## src/rtl/branch_resolve_queue_if.sv

```systemverilog
// Bus bundle for branch_resolve_queue: fetch push side, EX resolve side,
// registered redirect/BTB-update results and occupancy status.
// Optional BRQ_STATS_EN adds the resolve/mispredict statistics counters.
interface branch_resolve_queue_if #(
  parameter int PTR_BITS = 2
);
  logic                push_valid;
  logic [31:0]         push_pc;
  logic                push_pred_taken;
  logic [31:0]         push_pred_target;
  logic                push_ready;
  logic                resolve_valid;
  logic                resolve_taken;
  logic [31:0]         resolve_target;
  logic                mispredict;
  logic [31:0]         redirect_pc;
  logic                update_enable;
  logic [31:0]         update_pc;
  logic [31:0]         update_target;
  logic [PTR_BITS:0]   count;
  logic                empty;
  logic                full;
  logic                underflow;
`ifdef BRQ_STATS_EN
  logic [31:0]         stat_resolved;
  logic [31:0]         stat_mispredict;
`endif

  // Driver side: fetch and EX stages
  modport master (
    output push_valid, push_pc, push_pred_taken, push_pred_target,
    output resolve_valid, resolve_taken, resolve_target,
    input  push_ready, mispredict, redirect_pc, update_enable,
    input  update_pc, update_target, count, empty, full, underflow
`ifdef BRQ_STATS_EN
    , input stat_resolved, input stat_mispredict
`endif
  );

  // Queue side
  modport slave (
    input  push_valid, push_pc, push_pred_taken, push_pred_target,
    input  resolve_valid, resolve_taken, resolve_target,
    output push_ready, mispredict, redirect_pc, update_enable,
    output update_pc, update_target, count, empty, full, underflow
`ifdef BRQ_STATS_EN
    , output stat_resolved, output stat_mispredict
`endif
  );
endinterface

```

## src/rtl/branch_resolve_queue.sv

```systemverilog
// In-order queue of in-flight branch predictions. Fetch pushes predictions,
// EX pops the oldest on resolution; a mismatch flushes all younger entries
// and produces a registered redirect. Taken resolutions write the BTB.
// Optional macro BRQ_STATS_EN adds saturating resolve/mispredict counters.
module branch_resolve_queue #(
  parameter int DEPTH    = 4,
  parameter int PTR_BITS = 2
) (
  input  logic clock,
  input  logic reset,
  branch_resolve_queue_if.slave bus
);
  logic [31:0]         pc_mem     [DEPTH];
  logic                taken_mem  [DEPTH];
  logic [31:0]         target_mem [DEPTH];

  logic [PTR_BITS-1:0] head_reg;
  logic [PTR_BITS-1:0] tail_reg;
  logic [PTR_BITS:0]   count_reg;
  logic [PTR_BITS:0]   count_next;

  logic        full;
  logic        empty;
  logic        pop_en;
  logic        push_en;
  logic        mismatch;
  logic        flush;
  logic [31:0] head_pc;
  logic        head_taken;
  logic [31:0] head_target;

  assign full        = (count_reg == (PTR_BITS+1)'(DEPTH));
  assign empty       = (count_reg == '0);
  assign head_pc     = pc_mem[head_reg];
  assign head_taken  = taken_mem[head_reg];
  assign head_target = target_mem[head_reg];

  // Not-taken/not-taken always matches; targets only matter when both are taken
  assign mismatch = (head_taken != bus.resolve_taken) ||
                    (head_taken && bus.resolve_taken && (head_target != bus.resolve_target));
  assign pop_en   = bus.resolve_valid && !empty;
  assign flush    = pop_en && mismatch;
  // A push alongside a flush is on the wrong path and is discarded
  assign push_en  = bus.push_valid && !full && !flush;

  assign bus.push_ready = !full;
  assign bus.full       = full;
  assign bus.empty      = empty;
  assign bus.count      = count_reg;

  // Occupancy update: flush empties, otherwise net of push and pop
  always_comb begin
    count_next = count_reg;
    if (flush)
      count_next = '0;
    else if (push_en && !pop_en)
      count_next = count_reg + 1'b1;
    else if (pop_en && !push_en)
      count_next = count_reg - 1'b1;
  end

  // Entry storage, written at tail; contents need no reset
  always_ff @(posedge clock) begin
    if (push_en) begin
      pc_mem[tail_reg]     <= bus.push_pc;
      taken_mem[tail_reg]  <= bus.push_pred_taken;
      target_mem[tail_reg] <= bus.push_pred_target;
    end
  end

  // Pointers and count; on flush both pointers meet just past the popped entry
  always_ff @(posedge clock or posedge reset) begin
    if (reset) begin
      head_reg  <= '0;
      tail_reg  <= '0;
      count_reg <= '0;
    end else begin
      count_reg <= count_next;
      if (pop_en)
        head_reg <= head_reg + 1'b1;
      if (flush)
        tail_reg <= head_reg + 1'b1;
      else if (push_en)
        tail_reg <= tail_reg + 1'b1;
    end
  end

  // Registered resolution results, one cycle after the resolving edge
  always_ff @(posedge clock or posedge reset) begin
    if (reset) begin
      bus.mispredict    <= 1'b0;
      bus.redirect_pc   <= '0;
      bus.update_enable <= 1'b0;
      bus.update_pc     <= '0;
      bus.update_target <= '0;
      bus.underflow     <= 1'b0;
    end else begin
      bus.mispredict    <= flush;
      bus.update_enable <= pop_en && bus.resolve_taken;
      if (pop_en) begin
        bus.redirect_pc   <= bus.resolve_taken ? bus.resolve_target : head_pc + 32'd4;
        bus.update_pc     <= head_pc;
        bus.update_target <= bus.resolve_target;
      end
      if (bus.resolve_valid && empty)
        bus.underflow <= 1'b1;
    end
  end

`ifdef BRQ_STATS_EN
  // Saturating statistics counters
  always_ff @(posedge clock or posedge reset) begin
    if (reset) begin
      bus.stat_resolved   <= '0;
      bus.stat_mispredict <= '0;
    end else begin
      if (pop_en && (bus.stat_resolved != '1))
        bus.stat_resolved <= bus.stat_resolved + 32'd1;
      if (flush && (bus.stat_mispredict != '1))
        bus.stat_mispredict <= bus.stat_mispredict + 32'd1;
    end
  end
`endif
endmodule

```

## src/flat_wrapper.sv

```systemverilog
// flat-port wrapper written by rule: the top's interface ports become plain ports
module branch_resolve_queue_flat 
#(
  parameter int DEPTH    = 4,
  parameter int PTR_BITS = 2
)
  (clock, reset, bus_push_valid, bus_push_pc, bus_push_pred_taken, bus_push_pred_target, bus_resolve_valid, bus_resolve_taken, bus_resolve_target, bus_push_ready, bus_mispredict, bus_redirect_pc, bus_update_enable, bus_update_pc, bus_update_target, bus_count, bus_empty, bus_full, bus_underflow);
  branch_resolve_queue_if #(.PTR_BITS(PTR_BITS)) bus_i ();
  input  logic clock;
  input  logic reset;
  input wire logic [$bits(bus_i.push_valid)-1:0] bus_push_valid;
  input wire logic [$bits(bus_i.push_pc)-1:0] bus_push_pc;
  input wire logic [$bits(bus_i.push_pred_taken)-1:0] bus_push_pred_taken;
  input wire logic [$bits(bus_i.push_pred_target)-1:0] bus_push_pred_target;
  input wire logic [$bits(bus_i.resolve_valid)-1:0] bus_resolve_valid;
  input wire logic [$bits(bus_i.resolve_taken)-1:0] bus_resolve_taken;
  input wire logic [$bits(bus_i.resolve_target)-1:0] bus_resolve_target;
  output wire logic [$bits(bus_i.push_ready)-1:0] bus_push_ready;
  output wire logic [$bits(bus_i.mispredict)-1:0] bus_mispredict;
  output wire logic [$bits(bus_i.redirect_pc)-1:0] bus_redirect_pc;
  output wire logic [$bits(bus_i.update_enable)-1:0] bus_update_enable;
  output wire logic [$bits(bus_i.update_pc)-1:0] bus_update_pc;
  output wire logic [$bits(bus_i.update_target)-1:0] bus_update_target;
  output wire logic [$bits(bus_i.count)-1:0] bus_count;
  output wire logic [$bits(bus_i.empty)-1:0] bus_empty;
  output wire logic [$bits(bus_i.full)-1:0] bus_full;
  output wire logic [$bits(bus_i.underflow)-1:0] bus_underflow;
  assign bus_i.push_valid = bus_push_valid;
  assign bus_i.push_pc = bus_push_pc;
  assign bus_i.push_pred_taken = bus_push_pred_taken;
  assign bus_i.push_pred_target = bus_push_pred_target;
  assign bus_i.resolve_valid = bus_resolve_valid;
  assign bus_i.resolve_taken = bus_resolve_taken;
  assign bus_i.resolve_target = bus_resolve_target;
  assign bus_push_ready = bus_i.push_ready;
  assign bus_mispredict = bus_i.mispredict;
  assign bus_redirect_pc = bus_i.redirect_pc;
  assign bus_update_enable = bus_i.update_enable;
  assign bus_update_pc = bus_i.update_pc;
  assign bus_update_target = bus_i.update_target;
  assign bus_count = bus_i.count;
  assign bus_empty = bus_i.empty;
  assign bus_full = bus_i.full;
  assign bus_underflow = bus_i.underflow;
  branch_resolve_queue #(.DEPTH(DEPTH), .PTR_BITS(PTR_BITS)) u_core (.clock(clock), .reset(reset), .bus(bus_i));
endmodule
```

## config.mk

```make
export PLATFORM = sky130hd
export DESIGN_NAME = branch_resolve_queue_flat
export DESIGN_NICKNAME = d
export VERILOG_FILES = /design/src/rtl/branch_resolve_queue_if.sv /design/src/rtl/branch_resolve_queue.sv /design/src/flat_wrapper.sv
export SDC_FILE = /design/constraint.sdc
export NUM_CORES = 1
export LEC_CHECK = 0
export CAP_MARGIN = 20
export CORE_MARGIN = 10
export CORE_UTILIZATION = 55
export DETAILED_ROUTE_END_ITERATION = 12
export MAX_ROUTING_LAYER = met4
export PLACE_DENSITY_LB_ADDON = 0.15
export SYNTH_ARGS = -nofsm -noshare
export SYNTH_HDL_FRONTEND = slang
export SYNTH_SLANG_ARGS = --single-unit
```

## constraint.sdc

```tcl
create_clock -name clock -period 5.3 [get_ports clock]
set_input_delay 1.06 -clock clock [delete_from_list [all_inputs] [get_ports clock]]
set_output_delay 1.06 -clock clock [all_outputs]
set_load 0.005 [all_outputs]
```

==> flow_metrics.py <==
metrics = {
    "setup_path": {
        "crit_chain": "mux4_1 -> xnor2_1 -> nand4_1 -> nor4_1 -> a21boi_1 -> o21ai_2 -> and2_1 -> ha_1 -> fa_1 -> xnor2_1 -> nor2_1 -> xor2_1 -> and2_1",
        "critical_path_arrival_ps": 4740,
        "r2r-start": "u_core.head_reg[0]",
        "crit_path_max_fanout": 28,
        "end_kind": "flop",
        "slowest_stage": "dfrtp_4",
        "critical_path_class": "reg2reg",
        "crit_path_start_kind": "flop",
        "crit_buf_inv": 0,
        "r2r-end": "u_core.bus.count[2]",
        "r2r_slack_ps": 960,
        "cp_top_family": "simple AND/OR/NAND/NOR gates",
        "crit_required_ps": 5700,
        "reg2reg_depth": 13,
        "cp.depth": 13,
        "cp_slowest_stage_delay_ps": 770,
        "crit_end": "u_core.bus.count[2]",
        "worstSetupStartpoint": "u_core.head_reg[0]",
    },
    "placement": {
        "dp_hpwl_mm": 26.21,
        "dp_cells": 1466,
        "gp_congestion": 0.8499,
        "pre_cts_slack_ps": 931.0,
        "numPortBuffers": 206,
    },
    "synthesis": {
        "yosys_warnings": 0,
        "syn_area_um2": 14880,
        "avgSynthCellArea_um2": 15.74,
        "synth-async-reset-ratio": 0.2896,
        "synth-seq-cells": 366,
        "ys_types": 44,
        "syn_nets": 1055,
        "synthFlopType": "edfxtp_1",
        "syn_inst": 945,
        "seq_area_frac_synth": 0.7031,
        "synth-edff-count": 260,
    },
    "sta": {
        "worst_pin_slew_ps": 830.2,
        "slew_headroom": 0.4453,
        "maxSlewViolCount": 0,
        "setup-tns-final_ps": 0,
        "hold_viol": 0,
        "skew_ps": 12.71,
        "holdWs_ps": 468.2,
        "fmax_ghz": 0.2306,
        "setup_slack_ps": 962.9,
        "setup_viol": 0,
        "period_share": 0.8183,
        "rsz0062_at_grt": "false",
        "min_period_ps": 4337,
    },
    "global_route": {
        "first_global_vias": 9103,
        "grt_pass1_wl_mm": 57.56,
        "grt_antenna_before_repair": 5,
        "overflow": 0,
        "track_usage": 0.2346,
        "grt_max_degree": 74,
    },
    "cts": {
        "clkSinkCount": 366,
        "numCtsBuffers": 39,
        "cts_resized": 0,
        "postCtsSetupBuffers": 0,
        "clockBufferDepth": 3,
        "clkTransAtPathRegs_ps": 60,
        "cts_max_level": 2,
        "tritoncts": "yes",
        "hold_buffers": 0,
        "cts_root_buffer": "clkbuf_16",
        "clk_latency_ps": 520,
    },
    "detailed_routing": {
        "first_iter_violations": 783,
        "firstDrtPassIters": 5,
        "remaining_drc_errors": 0,
        "wl_mm": 38.58,
        "vias_per_cell": 5.758,
        "vias": 8885,
        "wl_per_cell_um": 25.00,
        "ant_nets": 0,
    },
    "job": {
        "maxCapViolations": 0,
    },
    "floorplan": {
        "io_pins": 207,
        "die-area_um2": 34030,
        "fp.coreArea_um2": 26800,
        "die_w_um": 184.5,
        "die_h_um": 184.5,
        "fp-row-count": 60,
        "start_util": 0.5551,
    },
    "power_and_ir_drop": {
        "vdd_ir_drop_max_mv": 0.3529,
        "power_leakage_nw": 7.029,
        "powerDensity_nw_per_um2": 581.2,
    },
    "finish": {
        "layout_common_cells": "260 x edfxtp_1, 223 x nand2_1, 205 x clkdlybuf4s50_1",
        "top_regs": "u_core.pc_mem (128), u_core.target_mem (128)",
        "fin_cells": 1543,
        "nFillCells": 1803,
        "area_growth_pct": 25.46,
        "drive_gt1_frac": 0.1145,
        "final_common_cell": "edfxtp_1",
        "nNetsFinal": 1276,
    },
    "status": {
        "run_status": "completed",
    },
    "worst_hold_path": {
        "hold_depth": 1,
        "hold_path.class": "reg2reg",
    },
}
## metrics by stage
step	util	area [um^2]	power [mW]
after floorplan	-	14880	6.365
final	0.6964	18660	10.85
after CTS	0.6958	18650	10.94
after global placement	0.6450	17290	7.984
after global routing	0.6963	18660	11.40
after detailed placement	0.6450	17290	8.050
## synth_stat cells (4+ instances only)
cell type | instances | area (um^2)
mux4_2 | 32 | 720.7
nand2_1 | 223 | 837.1
and2_1 | 9 | 56.30
mux4_1 | 32 | 840.8
nor2_1 | 15 | 56.30
xor2_1 | 9 | 78.83
and3_1 | 15 | 93.84
buf_2 | 5 | 25.02
nand4_1 | 17 | 106.4
a21oi_1 | 20 | 100.1
buf_6 | 5 | 56.30
xnor2_1 | 54 | 473.0
edfxtp_1 | 260 | 7807
inv_1 | 10 | 37.54
o21ai_0 | 29 | 145.1
ha_1 | 7 | 87.58
o21ai_1 | 4 | 20.02
nor3_2 | 4 | 40.04
mux2i_1 | 17 | 170.2
nand3_1 | 14 | 70.07
buf_1 | 4 | 15.01
dfrtp_1 | 106 | 2653
clkbuf_1 | 24 | 90.09
## power breakdown
group	internal, mW	switching, mW	total [mW]
Clock	1.76	1.11	2.87
Sequential	3.88	0.417	4.30
Combinational	1.78	1.90	3.68
Total	7.42	3.43	10.8
## worst min-delay path by stage
| stage | start | to | slack [ps] |
|---|---|---|---|
| after floorplan | u_core.bus.underflow | u_core.bus.underflow | 450 |
| after global placement | u_core.bus.underflow | u_core.bus.underflow | 440 |
| after detailed placement | u_core.bus.redirect_pc[2] | u_core.bus.redirect_pc[2] | 460 |
| after CTS | u_core.bus.redirect_pc[2] | u_core.bus.redirect_pc[2] | 480 |
| after global routing | u_core.bus.update_pc[27] | u_core.bus.update_pc[27] | 500 |
| final | u_core.bus.underflow | u_core.bus.underflow | 470 |
## per-layer routing
metal,up-vias,routed length [um],track usage
met2,393,18420,0.3567
met4,0,943,0.06981
met5,-,0,-
li1,3945,-,-
met3,64,3052,0.05119
met1,4483,16170,0.3135
## area by class of cell
| cell class | count | area (um^2) | area share |
|---|---|---|---|
| flip-flops and latches | 366 | 10470 | 0.5607 |
| multi-input cells | 524 | 4119 | 0.2207 |
| repair buffers | 224 | 2230 | 0.1195 |
| clock buffers | 45 | 1041 | 0.05578 |
| well taps | 341 | 426.7 | 0.02286 |
| clock inverters | 26 | 321.6 | 0.01723 |
| inverters | 11 | 46.29 | 0.002480 |
| diodes | 6 | 15.01 | 0.0008044 |
## worst register-to-register path, stage by stage, from the launching register on
cell and delay [ps]:
dfrtp_4 770, mux4_1 660, xnor2_1 240, nand4_1 260, nor4_1 660, a21boi_1 190
o21ai_2 420, and2_1 200, ha_1 190, fa_1 190, xnor2_1 110, nor2_1 70
xor2_1 130, and2_1 150
## kinds of logic after synthesis
kind of cell             Yosys count  synth area share
XOR/XNOR                          64           0.03818
AND/OR/NAND/NOR                  312           0.09302
adder cells (fa/ha/maj)            8          0.007233
flip-flops                       366            0.7031
multiplexers                      82            0.1172
AO/OA/AOI/OAI                     58           0.02044
buffers and inverters             55           0.02086
No activity file was read; power rests on OpenSTA's default activity.
